**src/rtl/pp_column_serial_acc.sv**
```systemverilog
// Column-serial summation of a radix-4 Booth partial-product array: bits are binned into
// weighted columns and reduced LSB first, COLS_PER_CYCLE columns per cycle, with a running carry.
module pp_column_serial_acc #(
  parameter int BITWIDTH       = 8,
  parameter int LEASTSIGNIFCOL = 0,
  parameter int SHIFTDISTANCE  = 2,
  parameter int COLS_PER_CYCLE = 1
) (
  input  logic                    clk,
  input  logic                    rst,
  input  logic                    in_valid,
  output logic                    in_ready,
  input  logic [BITWIDTH:0]       pp_array [BITWIDTH/2],
  input  logic [BITWIDTH/2-1:0]   corr,
  input  logic [1:0]              shift_possible,
  input  logic [1:0]              mode,
  output logic                    out_valid,
  input  logic                    out_ready,
  output logic [2*BITWIDTH-1:0]   out_product,
  output logic [BITWIDTH-1:0]     out_trunc
);

  localparam int ROWS = BITWIDTH / 2;
  localparam int COLS = 2 * BITWIDTH;
  localparam int CW   = $clog2(BITWIDTH) + 2;
  localparam int IW   = $clog2(COLS + 1);

  // Sign-extension ones: column BITWIDTH plus every other column above it.
  function automatic logic [COLS-1:0] sext_const();
    logic [COLS-1:0] v;
    v = '0;
    v[BITWIDTH] = 1'b1;
    for (int i = 0; i < ROWS; i++) v[BITWIDTH + 1 + 2*i] = 1'b1;
    return v;
  endfunction

  localparam logic [COLS-1:0] SEXT = sext_const();

  typedef enum logic [1:0] {IDLE, RUN, DONE} state_t;

  state_t              state_reg;
  logic                in_ready_reg;
  logic                out_valid_reg;
  logic [BITWIDTH:0]   pp_reg [ROWS];
  logic [ROWS-1:0]     corr_reg;
  logic [1:0]          sp_reg;
  logic [1:0]          mode_reg;
  logic [CW-1:0]       carry_reg;
  logic [CW-1:0]       carry_next;
  logic [IW-1:0]       col_reg;
  logic [COLS-1:0]     prod_reg;
  logic [COLS-1:0]     prod_next;
  logic [ROWS-1:0][COLS-1:0] row_sh;
  logic [ROWS-1:0][COLS-1:0] corr_sh;
  logic [COLS-1:0]     mode_vec;
  logic [CW-1:0]       col_count [COLS];
  logic [CW:0]         sum;
  int                  idx;
  logic                last_step;

  // Place each row and its correction bit at weight 2^(2i); bits past the top column fall off.
  genvar gi;
  generate
    for (gi = 0; gi < ROWS; gi++) begin : g_row
      assign row_sh[gi]  = COLS'(pp_reg[gi]) << (2*gi);
      assign corr_sh[gi] = COLS'(corr_reg[gi]) << (2*gi);
    end
  endgenerate

  always_comb begin
    mode_vec = '0;
    case (mode_reg)
      2'd1: mode_vec[BITWIDTH-1] = 1'b1;
      2'd2: begin
        mode_vec[BITWIDTH-SHIFTDISTANCE-1] = ~(sp_reg[1] | sp_reg[0]);
        mode_vec[BITWIDTH-1]               = sp_reg[1] ^ sp_reg[0];
        mode_vec[BITWIDTH+SHIFTDISTANCE-1] = sp_reg[1] & sp_reg[0];
      end
      default: mode_vec = '0;
    endcase
  end

  // Column heights (popcount of each column's bit set).
  always_comb begin
    for (int c = 0; c < COLS; c++) begin
      col_count[c] = CW'(SEXT[c]) + CW'(mode_vec[c]);
      for (int i = 0; i < ROWS; i++) begin
        col_count[c] = col_count[c] + CW'(row_sh[i][c]) + CW'(corr_sh[i][c]);
      end
    end
  end

  always_comb begin
    carry_next = carry_reg;
    prod_next  = prod_reg;
    sum        = '0;
    idx        = 0;
    for (int k = 0; k < COLS_PER_CYCLE; k++) begin
      idx = int'(col_reg) + k;
      if (idx < COLS) begin
        sum            = {1'b0, col_count[idx]} + {1'b0, carry_next};
        prod_next[idx] = sum[0];
        carry_next     = sum[CW:1];
      end
    end
  end

  assign last_step = (int'(col_reg) == COLS - COLS_PER_CYCLE);

  always_ff @(posedge clk) begin
    if (rst) begin
      state_reg     <= IDLE;
      in_ready_reg  <= 1'b1;
      out_valid_reg <= 1'b0;
      prod_reg      <= '0;
      carry_reg     <= '0;
      col_reg       <= IW'(LEASTSIGNIFCOL);
    end else begin
      case (state_reg)
        IDLE: begin
          if (in_valid) begin
            pp_reg       <= pp_array;
            corr_reg     <= corr;
            sp_reg       <= shift_possible;
            mode_reg     <= mode;
            carry_reg    <= '0;
            col_reg      <= IW'(LEASTSIGNIFCOL);
            prod_reg     <= '0;
            in_ready_reg <= 1'b0;
            state_reg    <= RUN;
          end
        end
        RUN: begin
          prod_reg  <= prod_next;
          carry_reg <= carry_next;
          if (last_step) begin
            out_valid_reg <= 1'b1;
            state_reg     <= DONE;
          end else begin
            col_reg <= col_reg + IW'(COLS_PER_CYCLE);
          end
        end
        DONE: begin
          if (out_ready) begin
            out_valid_reg <= 1'b0;
            in_ready_reg  <= 1'b1;
            state_reg     <= IDLE;
          end
        end
        default: begin
          state_reg     <= IDLE;
          in_ready_reg  <= 1'b1;
          out_valid_reg <= 1'b0;
        end
      endcase
    end
  end

  assign in_ready    = in_ready_reg;
  assign out_valid   = out_valid_reg;
  assign out_product = prod_reg;
  assign out_trunc   = prod_reg[COLS-1:BITWIDTH];

endmodule

```
**config.mk**
```make
export PLATFORM = sky130hd
export DESIGN_NAME = pp_column_serial_acc
export DESIGN_NICKNAME = d
export VERILOG_FILES = /design/src/rtl/pp_column_serial_acc.sv
export SDC_FILE = /design/constraint.sdc
export NUM_CORES = 1
export LEC_CHECK = 0
export ABC_AREA = 1
export CAP_MARGIN = 30
export CORE_ASPECT_RATIO = 0.9
export CORE_MARGIN = 5
export CORE_UTILIZATION = 52
export CTS_BUF_LIST = sky130_fd_sc_hd__clkbuf_16
export CTS_CLUSTER_SIZE = 20
export DETAILED_ROUTE_END_ITERATION = 6
export PLACE_DENSITY = 0.8
export SYNTH_ARGS = -nofsm -noshare
export SYNTH_HDL_FRONTEND = slang
export SYNTH_SLANG_ARGS = --single-unit
```
**constraint.sdc**
```tcl
create_clock -name clk -period 4.5 [get_ports clk]
set_clock_uncertainty 0.2 [all_clocks]
set_input_delay 0.9 -clock clk [delete_from_list [all_inputs] [get_ports clk]]
set_output_delay 0.9 -clock clk [all_outputs]
set_load 0.01 [all_outputs]
```
==> results of run 1 <==
## critical path, cell delays in order (launching register included)
cell and delay (ns):
edfxtp_1 0.40, inv_1 0.08, ha_1 0.19, nand2_1 0.08
fa_1 0.48, inv_1 0.04, ha_1 0.27, nand2_1 0.08
nand3_1 0.08, o21ai_0 0.10, nand2_1 0.07, nand2_1 0.08
nor2_1 0.04, ha_1 0.52, nand4_1 0.21, or2_2 0.31
a21oi_1 0.15
## per-layer routing
metal  vias up  GRT usage (%)  wire, um
met2       100           31.2      4160
li1       1552              -         -
met4         0           7.21       102
met3        12           4.67       474
met5         -              0         0
met1      1420           22.8      3470
## area by class of cell
type / instances / area [um2]
clock buffers: 9 / 225
clock inverters: 7 / 87.6
fillers: 585 / 2460
inverters: 57 / 219
multi-input cells: 291 / 1690
flip-flops and latches: 74 / 1920
well taps: 96 / 120
repair buffers: 76 / 753
## metrics by stage
stage	power, mW	area (um2)	hold WS (ns)
after global placement	0.967	4700	0.234
after global routing	1.78	5010	0.283
after detailed placement	0.975	4700	0.247
after CTS	1.72	5010	0.254
final	1.71	5010	0.251
after floorplan	0.897	3960	0.233
## final timing paths
check                   start               to  cells past startpoint
setup / recovery  mode_reg[0]  out_product[15]                     16
hold / removal      out_valid        out_valid                      2
setup reg to reg  mode_reg[0]  out_product[15]                     16
hold reg to reg     out_valid        out_valid                      2
## cell usage in the layout, fill, tap and decap left out, drive strengths merged
master / instances
o31ai: 1
dfxtp: 30
o21ai: 7
a21oi: 28
clkdlybuf4s50: 73
nor2: 29
a21o: 1
edfxtp: 44
fa: 11
ha: 26
nand2: 145
inv: 59
xor2: 1
buf: 3
nand3: 22
bufinv: 2
nor3: 1
nand4: 15
clkinvlp: 1
clkinv: 2
or2: 4
clkbuf: 9
## cell families after synthesis
| kind of cell | after synthesis | synth area share, % |
|---|---|---|
| AND/OR/NAND/NOR | 216 | 23.3 |
| AO/OA/AOI/OAI | 37 | 5.09 |
| buffers and inverters | 80 | 9.10 |
| flip-flops | 74 | 48.5 |
| adder cells (fa/ha/maj) | 37 | 13.8 |
| XOR/XNOR | 1 | 0.221 |
## where the power goes
group / total (mW) / switching, mW / internal [mW] / leakage, nW
logic: 0.209 / 0.120 / 0.0895 / 1.29
clock network: 0.747 / 0.267 / 0.480 / 0.156
registers: 0.754 / 0.00995 / 0.744 / 0.651
total: 1.71 / 0.397 / 1.31 / 2.09
==> summary.md, run 1 <==
| Metric | Value |
|---|---|
| Status | `finished clean` |
| Syn Nets | `530` |
| Placed cells | `594` |
| Chip width | `102 um` |
| Slew headroom | `56.0%` |
| Worst slew pin tran | `0.658 ns` |
| WL final | `8210 um` |
| Skew-Pair Late Insertion Delay | `0.33 ns` |
| Synth Flop Type | `edfxtp_1` |
| Post-DRT Antenna Nets | `0` |
| Post-synth top area share | `33.4%` |
| ANT cells | `0` |
| Area leader, netlist | `edfxtp_1` |
| First-pass GRT wire length | `13,800 um` |
| Finished Core Util | `67.1%` |
| Die footprint | `0.00946 mm2` |
| Syn avg cell area | `8.90 um2` |
| Critical path required time | `4.56 ns` |
| Port bufs | `73` |
| CTS Buf Count | `9` |
| Crit path DAT | `3.50 ns` |
| Drt drc | `0` |
| Seq cells post-synth | `74` |
| Post-CTS Resized | `0` |
| Total GRT Usage | `18.6%` |
| Fraction of the yosys area taken by sequential cells | `48.5%` |
| # IOs | `74` |
| Vias in the first global route | `3,053` |
| Tmin final | `3.44 ns` |
| PD cells | `341 mW/mm2` |
| R2r setup slk | `1.06 ns` |
| Final Worst Setup Slack | `1.06 ns` |
| Largest register FFs | `36` |
| Number of synthesized flops with an enable pin | `44` |
| Hpwl dp | `5940 um` |
| Clk pin slew, worst setup/hold paths | `0.06 ns` |
| Initial antenna violation count | `0` |
| Most frequent cell after synthesis | `nand2_1` |
| Startpoint Class | `register` |
| Wire per inst | `13.5 um` |
| CTS tree | `yes` |
| Post-synth ARST share | `0%` |
| Gr ovfl total | `0` |
| H-tree levels | `3` |
| Longest Clk Path Bufs | `2` |
| Clk sinks | `74` |
| Maximum number of pins on one net before global-route repair | `45` |
| First-pass iteration count of the detailed router | `4` |
| Final Non-Filler Cells | `610` |
| CTS root buf | `clkbuf_16` |
| Nets@finish | `594` |
| Peak supply drop | `0.225 mV` |
| GPL Wtd Cong | `0.798` |
| Synth top area cells | `edfxtp_1 (33%), dfxtp_1 (15%), nand2_1 (13%), ha_1 (8.2%), fa_1 (5.6%)` |
| Post-CTS Hold Fix Bufs | `0` |
| Fmax achieved | `291 MHz` |
| Die Span Y | `92.8 um` |
| Period utilization | `76.4%` |
| Site Rows | `30` |
| CORE AREA | `0.00747 mm2` |
| Share of layout cells above drive strength 1 | `6.61%` |
| Post-CTS setup buffers | `0` |
| Critical path type | `register to register` |
| Min-Delay Path Class | `register to register` |
| Setup TNS | `0 ns` |
| Area Overhead vs Synth | `26.6%` |
| Initial DRC Count | `235` |
| Dpl ws | `1.11 ns` |
| Initial Utilization | `53.0%` |
| Yosys warning count | `0` |
| Number of distinct library cells after synthesis | `28` |
| Top cells by count, synth | `nand2_1 (142), inv_1 (53), edfxtp_1 (44)` |
| Final hold viol count | `0` |
| Post-synthesis cell area | `0.00396 mm2` |
| Vias/cell | `5.06` |
| Via Count | `3,084` |
| CP Max Fanout | `13` |
| Setup crit end kind | `register` |
| Max-slew violation count | `0` |
| Finish-stage setup viols | `0` |
| Unrepaired setup endpoints after global routing | `no` |
| Maxcap violations | `0` |
| Post-Syn Instances | `445` |
| Static leakage | `2.09 nW` |
No activity file was read; power rests on OpenSTA's default activity.
==> run 2: changes to the inputs <==
--- a/config.mk
+++ b/config.mk
@@ -9,11 +9,11 @@
 export CAP_MARGIN = 30
 export CORE_ASPECT_RATIO = 0.9
 export CORE_MARGIN = 5
-export CORE_UTILIZATION = 52
+export CORE_UTILIZATION = 47
 export CTS_BUF_LIST = sky130_fd_sc_hd__clkbuf_16
 export CTS_CLUSTER_SIZE = 20
 export DETAILED_ROUTE_END_ITERATION = 6
-export PLACE_DENSITY = 0.8
+export PLACE_DENSITY = 0.76
 export SYNTH_ARGS = -nofsm -noshare
 export SYNTH_HDL_FRONTEND = slang
 export SYNTH_SLANG_ARGS = --single-unit
==> constraint.sdc (replaced) <==
create_clock -name clk -period 2.94 [get_ports clk]
set_clock_uncertainty 0.2 [all_clocks]
set_input_delay 0.588 -clock clk [delete_from_list [all_inputs] [get_ports clk]]
set_output_delay 0.588 -clock clk [all_outputs]
set_load 0.01 [all_outputs]
==> summary.md, run 2 (synthesized netlist as in run 1, its figures left out) <==
| Metric | Value |
|---|---|
| Status | `complete, but fails checks` |
| Failing checks | `setup timing` |
| Commonest cells after routing, fill and taps aside | `nand2_1 (138), clkdlybuf4s50_1 (73), inv_1 (50)` |
| H-tree levels | `3` |
| Tmin final | `3.21 ns` |
| CORE AREA | `0.00815 mm2` |
| Min-Delay Path Class | `register to register` |
| Unrepaired setup endpoints after global routing | `yes` |
| Initial DRC Count | `146` |
| Clk sinks | `74` |
| GPL Wtd Cong | `0.826` |
| Port bufs | `73` |
| Placed Instance Area | `0.00481 mm2` |
| Critical path type | `register to register` |
| Fmax achieved | `312 MHz` |
| Share of layout cells above drive strength 1 | `13.5%` |
| Period utilization | `109%` |
| Setup crit end kind | `register` |
| Tot Pwr | `2.59 mW` |
| Largest register FFs | `36` |
| Crit path DAT | `3.22 ns` |
| Drt drc | `0` |
| CTS Buf Count | `9` |
| Area Overhead vs Synth | `31.6%` |
| Layout fillers | `666` |
| Initial Utilization | `48.6%` |
| Finish-stage setup viols | `4` |
| Chip width | `107 um` |
| Peak supply drop | `0.368 mV` |
| PD cells | `498 mW/mm2` |
| Fin area | `0.00521 mm2` |
| Skew-Pair Late Insertion Delay | `0.33 ns` |
| Post-DRT Antenna Nets | `0` |
| Vias/cell | `4.94` |
| CTS root buf | `clkbuf_16` |
| Longest Clk Path Bufs | `2` |
| Nets@finish | `607` |
| Finished Core Util | `64.0%` |
| Site Rows | `31` |
| Most common cell after layout, fill and taps aside | `nand2_1` |
| CP Max Fanout | `2` |
| # IOs | `74` |
| WL final | `8420 um` |
| Gr ovfl total | `0` |
| Total GRT Usage | `16.8%` |
| Initial antenna violation count | `0` |
| Vias in the first global route | `3,081` |
| Maximum number of pins on one net before global-route repair | `45` |
| ANT cells | `0` |
| Startpoint Class | `register` |
| Die Span Y | `97.1 um` |
| Via Count | `3,094` |
| Final hold viol count | `0` |
| Wire per inst | `13.5 um` |
| Hpwl dp | `6200 um` |
| First-pass iteration count of the detailed router | `5` |
| Die footprint | `0.0104 mm2` |
| CTS tree | `yes` |
| Worst slew pin tran | `0.424 ns` |
| Maxcap violations | `0` |
| Critical path required time | `2.95 ns` |
| Slew headroom | `71.6%` |
| Final Worst Setup Slack | `-0.267 ns` |
| Clk pin slew, worst setup/hold paths | `0.06 ns` |
| First-pass GRT wire length | `14,300 um` |
| Max-slew violation count | `0` |
| Static leakage | `2.14 nW` |
-- run 2: cell count changes in the layout (fill, tap and decap cells not counted), moves of 4 or more --
cell	delta
inv_1	-5
inv_2	+4
ha_1	-5
nand2_1	-4
buf_4	+11
ha_4	+4
nand2_2	+4
-- run 2: timing repair --
action	in CTS	in global routing
gates resized for setup	6	18
buffers inserted	0	2
hold buffers	0	0
pin swaps	7	31
endpoints found under the setup margin	9	21
-- run 2: metal layers --
layer | track usage [%] | wire length (um) | vias to the layer above
li1 | - | - | 1573
met2 | 28.5 | 4350 | 86
met5 | 0 | 0 | -
met1 | 21.2 | 3520 | 1422
met4 | 4.13 | 119 | 0
met3 | 4.72 | 432 | 13
-- run 2: final timing paths --
check	from	to	slack (ns)	cells after the start
worst max-delay path	sp_reg[1]	carry_reg[3]	-0.27	21
worst min-delay path	out_valid	out_valid	0.25	2
worst max register to register	sp_reg[1]	carry_reg[3]	-0.27	21
worst min register to register	out_valid	out_valid	0.25	2
-- run 2: layout make-up --
cell class | instances | area [um2] | area share (%)
sequential | 74 | 1920 | 36.9
clock buffer | 9 | 225 | 4.32
inverter | 57 | 219 | 4.20
timing repair buffer | 89 | 871 | 16.7
multi-input combinational | 291 | 1780 | 34.2
clock inverter | 7 | 70.1 | 1.34
tap | 99 | 124 | 2.38
-- run 2: critical path, cell delays in order (launching register included) --
cell	delay, ns
edfxtp_1	0.38
inv_1	0.08
ha_1	0.17
nand2_2	0.06
fa_1	0.49
inv_2	0.05
ha_4	0.25
nand2_2	0.05
nand3_2	0.07
o21ai_1	0.06
nand2_1	0.05
nand2_1	0.06
nor2_2	0.13
ha_4	0.15
inv_2	0.03
fa_2	0.37
inv_2	0.08
nand3_2	0.07
nand2_1	0.09
nand2_1	0.07
nand3_2	0.07
a21oi_2	0.05
-- run 2: power by group --
part | total (mW) | switching (mW) | internal [mW]
combinational | 0.361 | 0.194 | 0.167
clock | 1.08 | 0.424 | 0.655
sequential | 1.16 | 0.0175 | 1.14
-- run 2: per-stage QoR --
step	setup WS [ns]	setup TNS (ns)	cells	hold WS, ns
floorplan	-0.0659	-0.0879	445	0.233
global placement	-0.128	-0.285	608	0.233
detailed placement	-0.226	-0.730	608	0.244
CTS	-0.222	-0.612	624	0.253
global route	-0.457	-2.26	626	0.271
finish	-0.267	-0.677	626	0.249
==> run 3: changes to the inputs <==
--- a/config.mk
+++ b/config.mk
@@ -7,7 +7,6 @@
 export LEC_CHECK = 0
 export ABC_AREA = 1
 export CAP_MARGIN = 30
-export CORE_ASPECT_RATIO = 0.9
 export CORE_MARGIN = 5
 export CORE_UTILIZATION = 47
 export CTS_BUF_LIST = sky130_fd_sc_hd__clkbuf_16
==> summary.md, run 3 (synthesized netlist as in run 1, its figures left out) <==
| Metric | Value |
|---|---|
| Max-slew violation count | `0` |
| Initial antenna violation count | `0` |
| Met3 usage | `4.75%` |
| Share of layout cells above drive strength 1 | `13.7%` |
| First-pass GRT wire length | `13,100 um` |
| Longest Clk Path Bufs | `2` |
| Post-DRT Antenna Nets | `0` |
| Worst hold slack | `0.249 ns` |
| Fmax achieved | `310 MHz` |
| WL final | `8310 um` |
| Initial DRC Count | `126` |
| Site Rows | `33` |
| Critical path required time | `3.01 ns` |
| Maxcap violations | `0` |
| Period utilization | `110%` |
| CP Depth | `18` |
| Worst path buffer plus inverter count | `4` |
| CTS tree | `yes` |
| Wire per inst | `13.2 um` |
| Min-Delay Path Class | `register to register` |
| Post-CTS Hold Fix Bufs | `0` |
| Maximum number of pins on one net before global-route repair | `45` |
| Die footprint | `0.0104 mm2` |
| Initial Utilization | `48.2%` |
| CP Max Fanout | `2` |
| Placed Instance Area | `0.00481 mm2` |
| Gr ovfl total | `0` |
| Worst hold stages | `2` |
| Finished Core Util | `64.0%` |
| Critical path type | `register to register` |
| Met2 Use GR | `28.3%` |
| Finish-stage setup viols | `12` |
| # IOs | `74` |
| Peak supply drop | `0.331 mV` |
| Chip width | `102 um` |
| Worst slew pin tran | `0.464 ns` |
| Clk pin slew, worst setup/hold paths | `0.05 ns` |
| Reg2Reg Depth | `18` |
| Drt drc | `0` |
| Slew headroom | `69.0%` |
| Setup crit end kind | `register` |
| Tmin final | `3.22 ns` |
| Crit path DAT | `3.29 ns` |
| Failing checks | `setup timing` |
| Family with the most delay on the worst path | `adder cells` |
| Skew-Pair Late Insertion Delay | `0.33 ns` |
| Nets@finish | `607` |
| CTS root buf | `clkbuf_16` |
| Max incr delay on CP | `0.55 ns` |
| Status | `complete, but fails checks` |
| Vias in the first global route | `3,079` |
| CORE AREA | `0.00822 mm2` |
| Unrepaired setup endpoints after global routing | `yes` |
| Startpoint Class | `register` |
| Critical-path cell list | `inv_1, fa_1, inv_1, fa_2, nand2_1, nand2_1, o21ai_2, nand2_1, nand2_1, nor2_2, ha_2, inv_2, fa_2, inv_2, nand3_1, nand3_1, nand3_2, a21oi_2` |
| Slowest cell on crit path | `fa_2` |
| Port bufs | `73` |
| Die Span Y | `102 um` |
| Most frequent cell on the critical path | `nand2_1` |
| Gr busiest metal | `met2` |
| Most common cell after layout, fill and taps aside | `nand2_1` |
| Vias/cell | `5.03` |
| Area Overhead vs Synth | `32.9%` |
| Met1 Use GR | `18.4%` |
| GPL Wtd Cong | `0.836` |
| Final hold viol count | `0` |
| Via Count | `3,176` |
| Clk sinks | `74` |
| Static leakage | `2.17 nW` |
| Final Worst Setup Slack | `-0.283 ns` |
| PD cells | `523 mW/mm2` |
| Fin area | `0.00526 mm2` |
| H-tree levels | `3` |
| Commonest cells after routing, fill and taps aside | `nand2_1 (138), clkdlybuf4s50_1 (73), inv_1 (49)` |
| Hpwl dp | `5900 um` |
| Largest register FFs | `36` |
| CTS Buf Count | `9` |
| Total GRT Usage | `16.2%` |
| First-pass iteration count of the detailed router | `4` |
| ANT cells | `0` |
| Setup TNS | `-1.34 ns` |
run 3: worst paths after layout:
kind	slack (ns)	startpoint	to
setup reg to reg	-0.28	pp_reg[1]	carry_reg[3]
hold reg to reg	0.25	out_valid	out_valid
setup / recovery	-0.28	pp_reg[1]	carry_reg[3]
hold / removal	0.25	out_valid	out_valid
run 3: area by class of cell:
type,instances,area (um2)
Multi-Input combinational cell,291,1790
Fill cell,673,2950
Clock buffer,9,225
Tap cell,105,131
Sequential cell,74,1920
Timing Repair Buffer,89,871
Inverter,57,219
Clock inverter,6,106
run 3: power by group:
group	internal, mW	total [mW]	switching [mW]
combinational	0.170	0.370	0.201
clock	0.819	1.23	0.409
sequential	1.14	1.15	0.0169
total	2.13	2.75	0.627
run 3: timing repair:
action / CTS / global route
buffers inserted: 0 / 2
setup endpoints to repair: 21 / 21
resized for setup: 9 / 15
gates cloned: 1 / 0
pin swaps: 19 / 21
run 3: stage by stage:
stage          total power, mW  worst slack [ns]  instances
3_3_place_gp              1.50            -0.120        613
4_1_cts                   2.75            -0.256        629
3_5_place_dp              1.51            -0.232        613
2_1_floorplan             1.37           -0.0659        445
6_report                  2.75            -0.283        631
5_1_grt                   2.86            -0.531        631
run 3: per-layer routing:
| metal | vias to the layer above | wire length, um |
|---|---|---|
| met3 | 23 | 531 |
| met4 | 0 | 252 |
| li1 | 1576 | - |
| met2 | 109 | 4190 |
| met1 | 1468 | 3330 |
| met5 | - | 0 |
run 3: worst register-to-register path, delay by kind of cell (launching register included):
| kind | cells | cell delay (ns) |
|---|---|---|
| DFF | 1 | 0.32 |
| and+or+nand+nor | 8 | 0.63 |
| buffers and inverters | 4 | 0.22 |
| AOI/OAI and AO/OA | 2 | 0.18 |
| adders and majority gates | 4 | 1.61 |
